File: config.mk
export PLATFORM = sky130hd
export DESIGN_NAME = bus_timer
export DESIGN_NICKNAME = d
export VERILOG_FILES = /design/src/rtl/bus_timer.sv
export SDC_FILE = /design/constraint.sdc
export NUM_CORES = 1
export LEC_CHECK = 0
export BUFFER_PORTS_ARGS = -buffer_cell sky130_fd_sc_hd__buf_2
export CAP_MARGIN = 20
export CORE_AREA = 3 3 109 111
export DETAILED_ROUTE_END_ITERATION = 10
export DIE_AREA = 0 0 112 114
export GPL_TIMING_DRIVEN = 0
export PLACE_DENSITY = 0.6
export SYNTH_ARGS = -nofsm -noshare
export SYNTH_HDL_FRONTEND = slang
export SYNTH_SLANG_ARGS = --single-unit
File: constraint.sdc
create_clock -name clk -period 5.35 [get_ports clk]
set_input_delay 1.07 -clock clk [delete_from_list [all_inputs] [get_ports clk]]
set_output_delay 1.07 -clock clk [all_outputs]
set_load 0.03 [all_outputs]
File: src/rtl/bus_timer.sv
// bus_timer -- memory-mapped countdown timer that drives the CPU interrupt line.
//
// Register window (16 bytes at ADDR_BASE, selected by addr[3:2]):
//   0x0 CTRL   R/W  [0] EN, [2:1] MODE, [3] IM (1 = irq enabled); upper bits read 0
//   0x4 PRESET R/W  reload value copied into COUNT on each LOAD
//   0x8 COUNT  RO   current countdown value
//   0xC        reserved: reads 0, writes ignored
//              (with BUS_TIMER_ACK_REG_EN defined: ACK, reads {31'b0, irq_flag},
//               any write clears irq_flag without touching CTRL/PRESET)
//
// Ports:
//   clk     in   clock
//   reset   in   synchronous, active-high reset
//   addr    in   32-bit byte address from the CPU data port
//   byteen  in   per-byte write enables (write = any bit set while addr hits)
//   wdata   in   store data
//   rdata   out  combinational read data, 0 when addr misses the window
//   irq     out  interrupt request = irq_flag & IM (purely from registers)
//
// Any write hitting CTRL or PRESET acknowledges (clears) irq_flag. A flag set
// on the same edge as an acknowledge wins, and a CPU write to CTRL wins over
// the automatic EN clear of a one-shot expiry.
module bus_timer #(
  parameter logic [31:0] ADDR_BASE = 32'h0000_7F00
) (
  input  logic        clk,
  input  logic        reset,
  input  logic [31:0] addr,
  input  logic [3:0]  byteen,
  input  logic [31:0] wdata,
  output logic [31:0] rdata,
  output logic        irq
);

  typedef enum logic [1:0] {
    IDLE = 2'd0,
    LOAD = 2'd1,
    CNT  = 2'd2,
    INT  = 2'd3
  } state_t;

  state_t      state_q, state_d;
  logic [3:0]  ctrl_q, ctrl_d;
  logic [31:0] preset_q, preset_d;
  logic [31:0] count_q, count_d;
  logic        irq_flag_q, irq_flag_d;

  logic        hit;
  logic        wr;
  logic        wr_ctrl;
  logic        wr_preset;
  logic        ack;
  logic [31:0] preset_merged;
  logic [3:0]  ctrl_merged;
  logic        en;
  logic [1:0]  mode;
  logic        im;

  assign en   = ctrl_q[0];
  assign mode = ctrl_q[2:1];
  assign im   = ctrl_q[3];

  assign hit       = (addr & 32'hFFFF_FFF0) == ADDR_BASE;
  assign wr        = hit && (byteen != 4'b0000);
  assign wr_ctrl   = wr && (addr[3:2] == 2'd0);
  assign wr_preset = wr && (addr[3:2] == 2'd1);

`ifdef BUS_TIMER_ACK_REG_EN
  assign ack = wr_ctrl || wr_preset || (wr && (addr[3:2] == 2'd3));
`else
  assign ack = wr_ctrl || wr_preset;
`endif

  // Byte-lane merge of store data into PRESET.
  genvar gi;
  generate
    for (gi = 0; gi < 4; gi++) begin : g_preset_lane
      assign preset_merged[8*gi +: 8] = byteen[gi] ? wdata[8*gi +: 8] : preset_q[8*gi +: 8];
    end
  endgenerate

  // CTRL only implements bits [3:0], which all live in byte lane 0.
  assign ctrl_merged = byteen[0] ? wdata[3:0] : ctrl_q;

  // Next-state logic: FSM, register updates, flag set/clear priorities.
  always_comb begin
    logic flag_set;
    logic flag_clr_pulse;
    logic en_clr;
    state_d        = state_q;
    count_d        = count_q;
    flag_set       = 1'b0;
    flag_clr_pulse = 1'b0;
    en_clr         = 1'b0;

    case (state_q)
      IDLE: begin
        if (en) state_d = LOAD;
      end
      LOAD: begin
        count_d = preset_q;
        state_d = CNT;
      end
      CNT: begin
        if (!en) begin
          state_d = IDLE;
        end else if (count_q == 32'd0) begin
          state_d  = INT;
          flag_set = 1'b1;
        end else begin
          count_d = count_q - 32'd1;
        end
      end
      INT: begin
        state_d = IDLE;
        // MODE 1 auto-reloads (EN stays set) and makes irq a one-cycle pulse;
        // every other mode is one-shot.
        if (mode == 2'd1) flag_clr_pulse = 1'b1;
        else              en_clr         = 1'b1;
      end
      default: state_d = IDLE;
    endcase

    ctrl_d = ctrl_q;
    if (en_clr)  ctrl_d[0] = 1'b0;
    if (wr_ctrl) ctrl_d    = ctrl_merged;

    preset_d = wr_preset ? preset_merged : preset_q;

    irq_flag_d = irq_flag_q;
    if (ack || flag_clr_pulse) irq_flag_d = 1'b0;
    if (flag_set)              irq_flag_d = 1'b1;
  end

  always_ff @(posedge clk) begin
    if (reset) begin
      state_q    <= IDLE;
      ctrl_q     <= 4'd0;
      preset_q   <= 32'd0;
      count_q    <= 32'd0;
      irq_flag_q <= 1'b0;
    end else begin
      state_q    <= state_d;
      ctrl_q     <= ctrl_d;
      preset_q   <= preset_d;
      count_q    <= count_d;
      irq_flag_q <= irq_flag_d;
    end
  end

  // Read mux: combinational, ignores byteen.
  always_comb begin
    rdata = 32'd0;
    if (hit) begin
      case (addr[3:2])
        2'd0: rdata = {28'd0, ctrl_q};
        2'd1: rdata = preset_q;
        2'd2: rdata = count_q;
`ifdef BUS_TIMER_ACK_REG_EN
        2'd3: rdata = {31'd0, irq_flag_q};
`else
        2'd3: rdata = 32'd0;
`endif
        default: rdata = 32'd0;
      endcase
    end
  end

  assign irq = irq_flag_q & im;

endmodule

==> impl_metrics.py <==
metrics = {
    "logic_synthesis": {
        "synth_edf_count": 0,
        "synth_nets": 617,
        "async_flop_share_pct": 0,
        "ys_warn_count": 0,
        "synthCells": 546,
        "synth_cell_type_count": 50,
        "synth-seq-area-share_pct": 34.2,
        "ys_seq_elements": 71,
        "avgSynthCellArea_um2": 7.62,
        "synthesis.area_mm2": 0.00416,
        "synth_ff_type": "dfxtp_1",
    },
    "timing": {
        "tightest_slew_ps": 1150,
        "post-route-period-util_pct": 82.1,
        "layout_min_cycle_time_ps": 4390,
        "rsz0062_at_grt": "no",
        "relSlewSlack_pct": 22.4,
        "final.setup.tns_ps": 0,
        "achievable-frequency_ghz": 0.228,
        "fin_skew_ps": 9.76,
        "hold_viol": 0,
        "setup_viol": 0,
        "slew_viol_final": 0,
    },
    "pwr": {
        "peakVddDrop_mv": 0.0929,
        "power_frac_seq_pct": 51.8,
        "p_int_uw": 777,
        "power_uw": 1020,
        "p_leak_uw": 0.00181,
        "p_sw_uw": 242,
        "combPwrFrac_pct": 5.6,
        "swShare_pct": 23.8,
        "pwr-share-clk_pct": 42.6,
        "p_per_area_mw_per_mm2": 202,
    },
    "global_route": {
        "grt_antenna_before_repair": 0,
        "busiest_layer": "met2",
        "grt_pass1_vias": 4393,
        "grt-ovfl-total": 0,
        "grtUsageTotal_pct": 22.5,
        "met1_usage_pct": 30.5,
        "met2_usage_pct": 35.5,
        "grt_max_degree": 12,
        "grtUsageMet3_pct": 5.31,
        "grt_pass1_wl_mm": 23.0,
    },
    "finish": {
        "fin_util_pct": 46.4,
        "final_layout_size_suffix_gt1_share_pct": 19.5,
        "n_antenna_cell": 0,
        "finalNetCount": 728,
        "syn_to_final_growth_pct": 21.4,
        "fin_cells": 802,
    },
    "floorplanning": {
        "fp.coreArea_mm2": 0.0109,
        "row_count": 38,
        "die_y_um": 114,
        "initial_utilization_pct": 38.2,
        "io_pins": 103,
        "die-area_mm2": 0.0128,
        "die_x_um": 112,
    },
    "hold_path": {
        "hold_class": "reg -> reg",
    },
    "clock_network": {
        "post_cts_resized": 0,
        "htree_levels": 3,
        "cts_buffers": 9,
        "clk-insertion-delay-late_ps": 350,
        "cts_hold_buffers": 0,
        "path_clk_slew_ps": 70,
        "clk_path_buf_depth": 2,
        "cts_tree": "done",
        "cts-root-buf": "clkbuf_8",
        "numClockSinks": 71,
        "cts_setup_buffers": 0,
    },
    "critical_path": {
        "cp-end-kind": "primary output",
        "crit_fanout": 10,
        "cp.arrival_ps": 3320,
        "critPathKind": "in -> out",
        "slowest_delay_ps": 430,
        "cp_slowest_cell": "or2_2",
        "path_cells": "buf_2, nor4b_1, nand4_1, or2_2, clkbuf_1, clkbuf_1, nor2_1, buf_2",
        "critPathTopFamily": "simple AND/OR/NAND/NOR gates",
        "cp.buffers_inverters": 4,
        "worstPathRequired_ps": 4280,
        "cp-start-kind": "primary input",
    },
    "placement": {
        "gp_congestion": 0.897,
        "hpwl_mm": 10.6,
        "dpl.cell_count": 786,
        "port_buffers": 98,
    },
    "routing": {
        "finalWirelength_mm": 14.5,
        "vias_per_cell": 5.70,
        "dr_total_vias": 4570,
        "wl_per_cell_um": 18.1,
        "drtAntennaViolNets": 0,
        "firstDrtPassIters": 5,
        "drt-initial-drc-count": 424,
        "drc": 0,
    },
    "status": {
        "outcome": "finished, final reports clean",
    },
    "run": {
        "cap_violations": 0,
    },
}
[worst register-to-register path, delay by kind of cell, from the launching register on]
family | cells | cell delay (ps)
adders and majority gates | 1 | 210
DFF | 1 | 350
and+or+nand+nor | 3 | 1500
AOI/OAI and AO/OA | 2 | 540
buffers and inverters | 2 | 310
[path summary, 6_finish.rpt]
check         startpoint           to  slack, ps  cells past startpoint
max             addr[28]    rdata[21]        960                      8
min reg2reg  count_q[19]  count_q[19]        510                      2
max reg2reg   count_q[0]  count_q[24]       2300                      8
min          count_q[19]  count_q[19]        510                      2
[layout make-up]
cell class                 instances  area, um2
sequential                        71       1420
clock inverter                     4       45.0
inverter                           8       30.0
tap                              140        175
timing repair buffer             100        505
multi-input combinational        420       2530
fill                            1173       5840
clock buffer                      12        145
buffer                            47        191
[cell families after synthesis]
family,after synthesis,synth area share [%]
AO/OA/AOI/OAI,150,23.3
adder cells (fa/ha/maj),1,0.301
buffers and inverters,55,5.32
flip-flops,71,34.2
multiplexers,40,9.63
AND/OR/NAND/NOR,229,27.3
[synth_stat cells, drive strengths merged (4+ instances only)]
cell type  instances  area [um2]
nor2             100         375
nand2             41         154
a22oi             28         210
clkbuf            42         158
nor4              17         131
nand2b             6        37.5
o31ai              6        45.0
o21ai             35         175
nand3              6        30.0
a21oi             42         210
mux2i             40         400
nor3              10        50.1
inv                8        30.0
nor2b              6        37.5
buf                5        33.8
dfxtp             71        1420
and2               6        37.5
or4                7        56.3
a31oi             11        68.8
a21o               6        45.0
or3                5        31.3
nor4b              4        41.3
nand4             10        62.6
[cells in the final DEF, fill, tap and decap left out, types with 8 or more instances in the layout]
master	netlist	final
nor3_1	10	10
nor4_1	13	13
mux2i_1	40	40
nor2_1	100	100
dfxtp_1	71	71
clkbuf_8	0	10
a21oi_1	42	42
inv_1	8	8
nand2_1	41	41
buf_2	3	101
o21ai_0	35	35
a22oi_1	28	28
clkbuf_1	42	44
nand4_1	10	10
a31oi_1	11	11
[sequential cells by signal, indices dropped and copies added (netlist names)]
register and cells:
preset_q 32, state_q 2, irq_flag_q 1, count_q 32, ctrl_q 4
[layer usage]
metal  share of wire [%]  wire length (um)
met3                 8.1              1180
met1                  45              6550
met5                   0                 0
met2                  45              6510
met4                 2.1               304
[metrics by stage]
step / area [um2] / hold WS [ps] / setup slack, ps
floorplan: 4160 / 461 / 1500
detailed placement: 4860 / 486 / 920
global route: 5050 / 532 / 726
global placement: 4820 / 488 / 1060
CTS: 5050 / 502 / 921
finish: 5050 / 509 / 959
[power groups by stage]
stage	Sequential, uW	Clock [uW]	Combinational, uW
5_1_grt	528	467	62.5
6_report	528	435	56.8
2_1_floorplan	540	0	20.7
4_1_cts	528	447	57.6
3_3_place_gp	540	0	55.6
3_5_place_dp	540	0	57.5
Power figures use the tool's default switching activity.
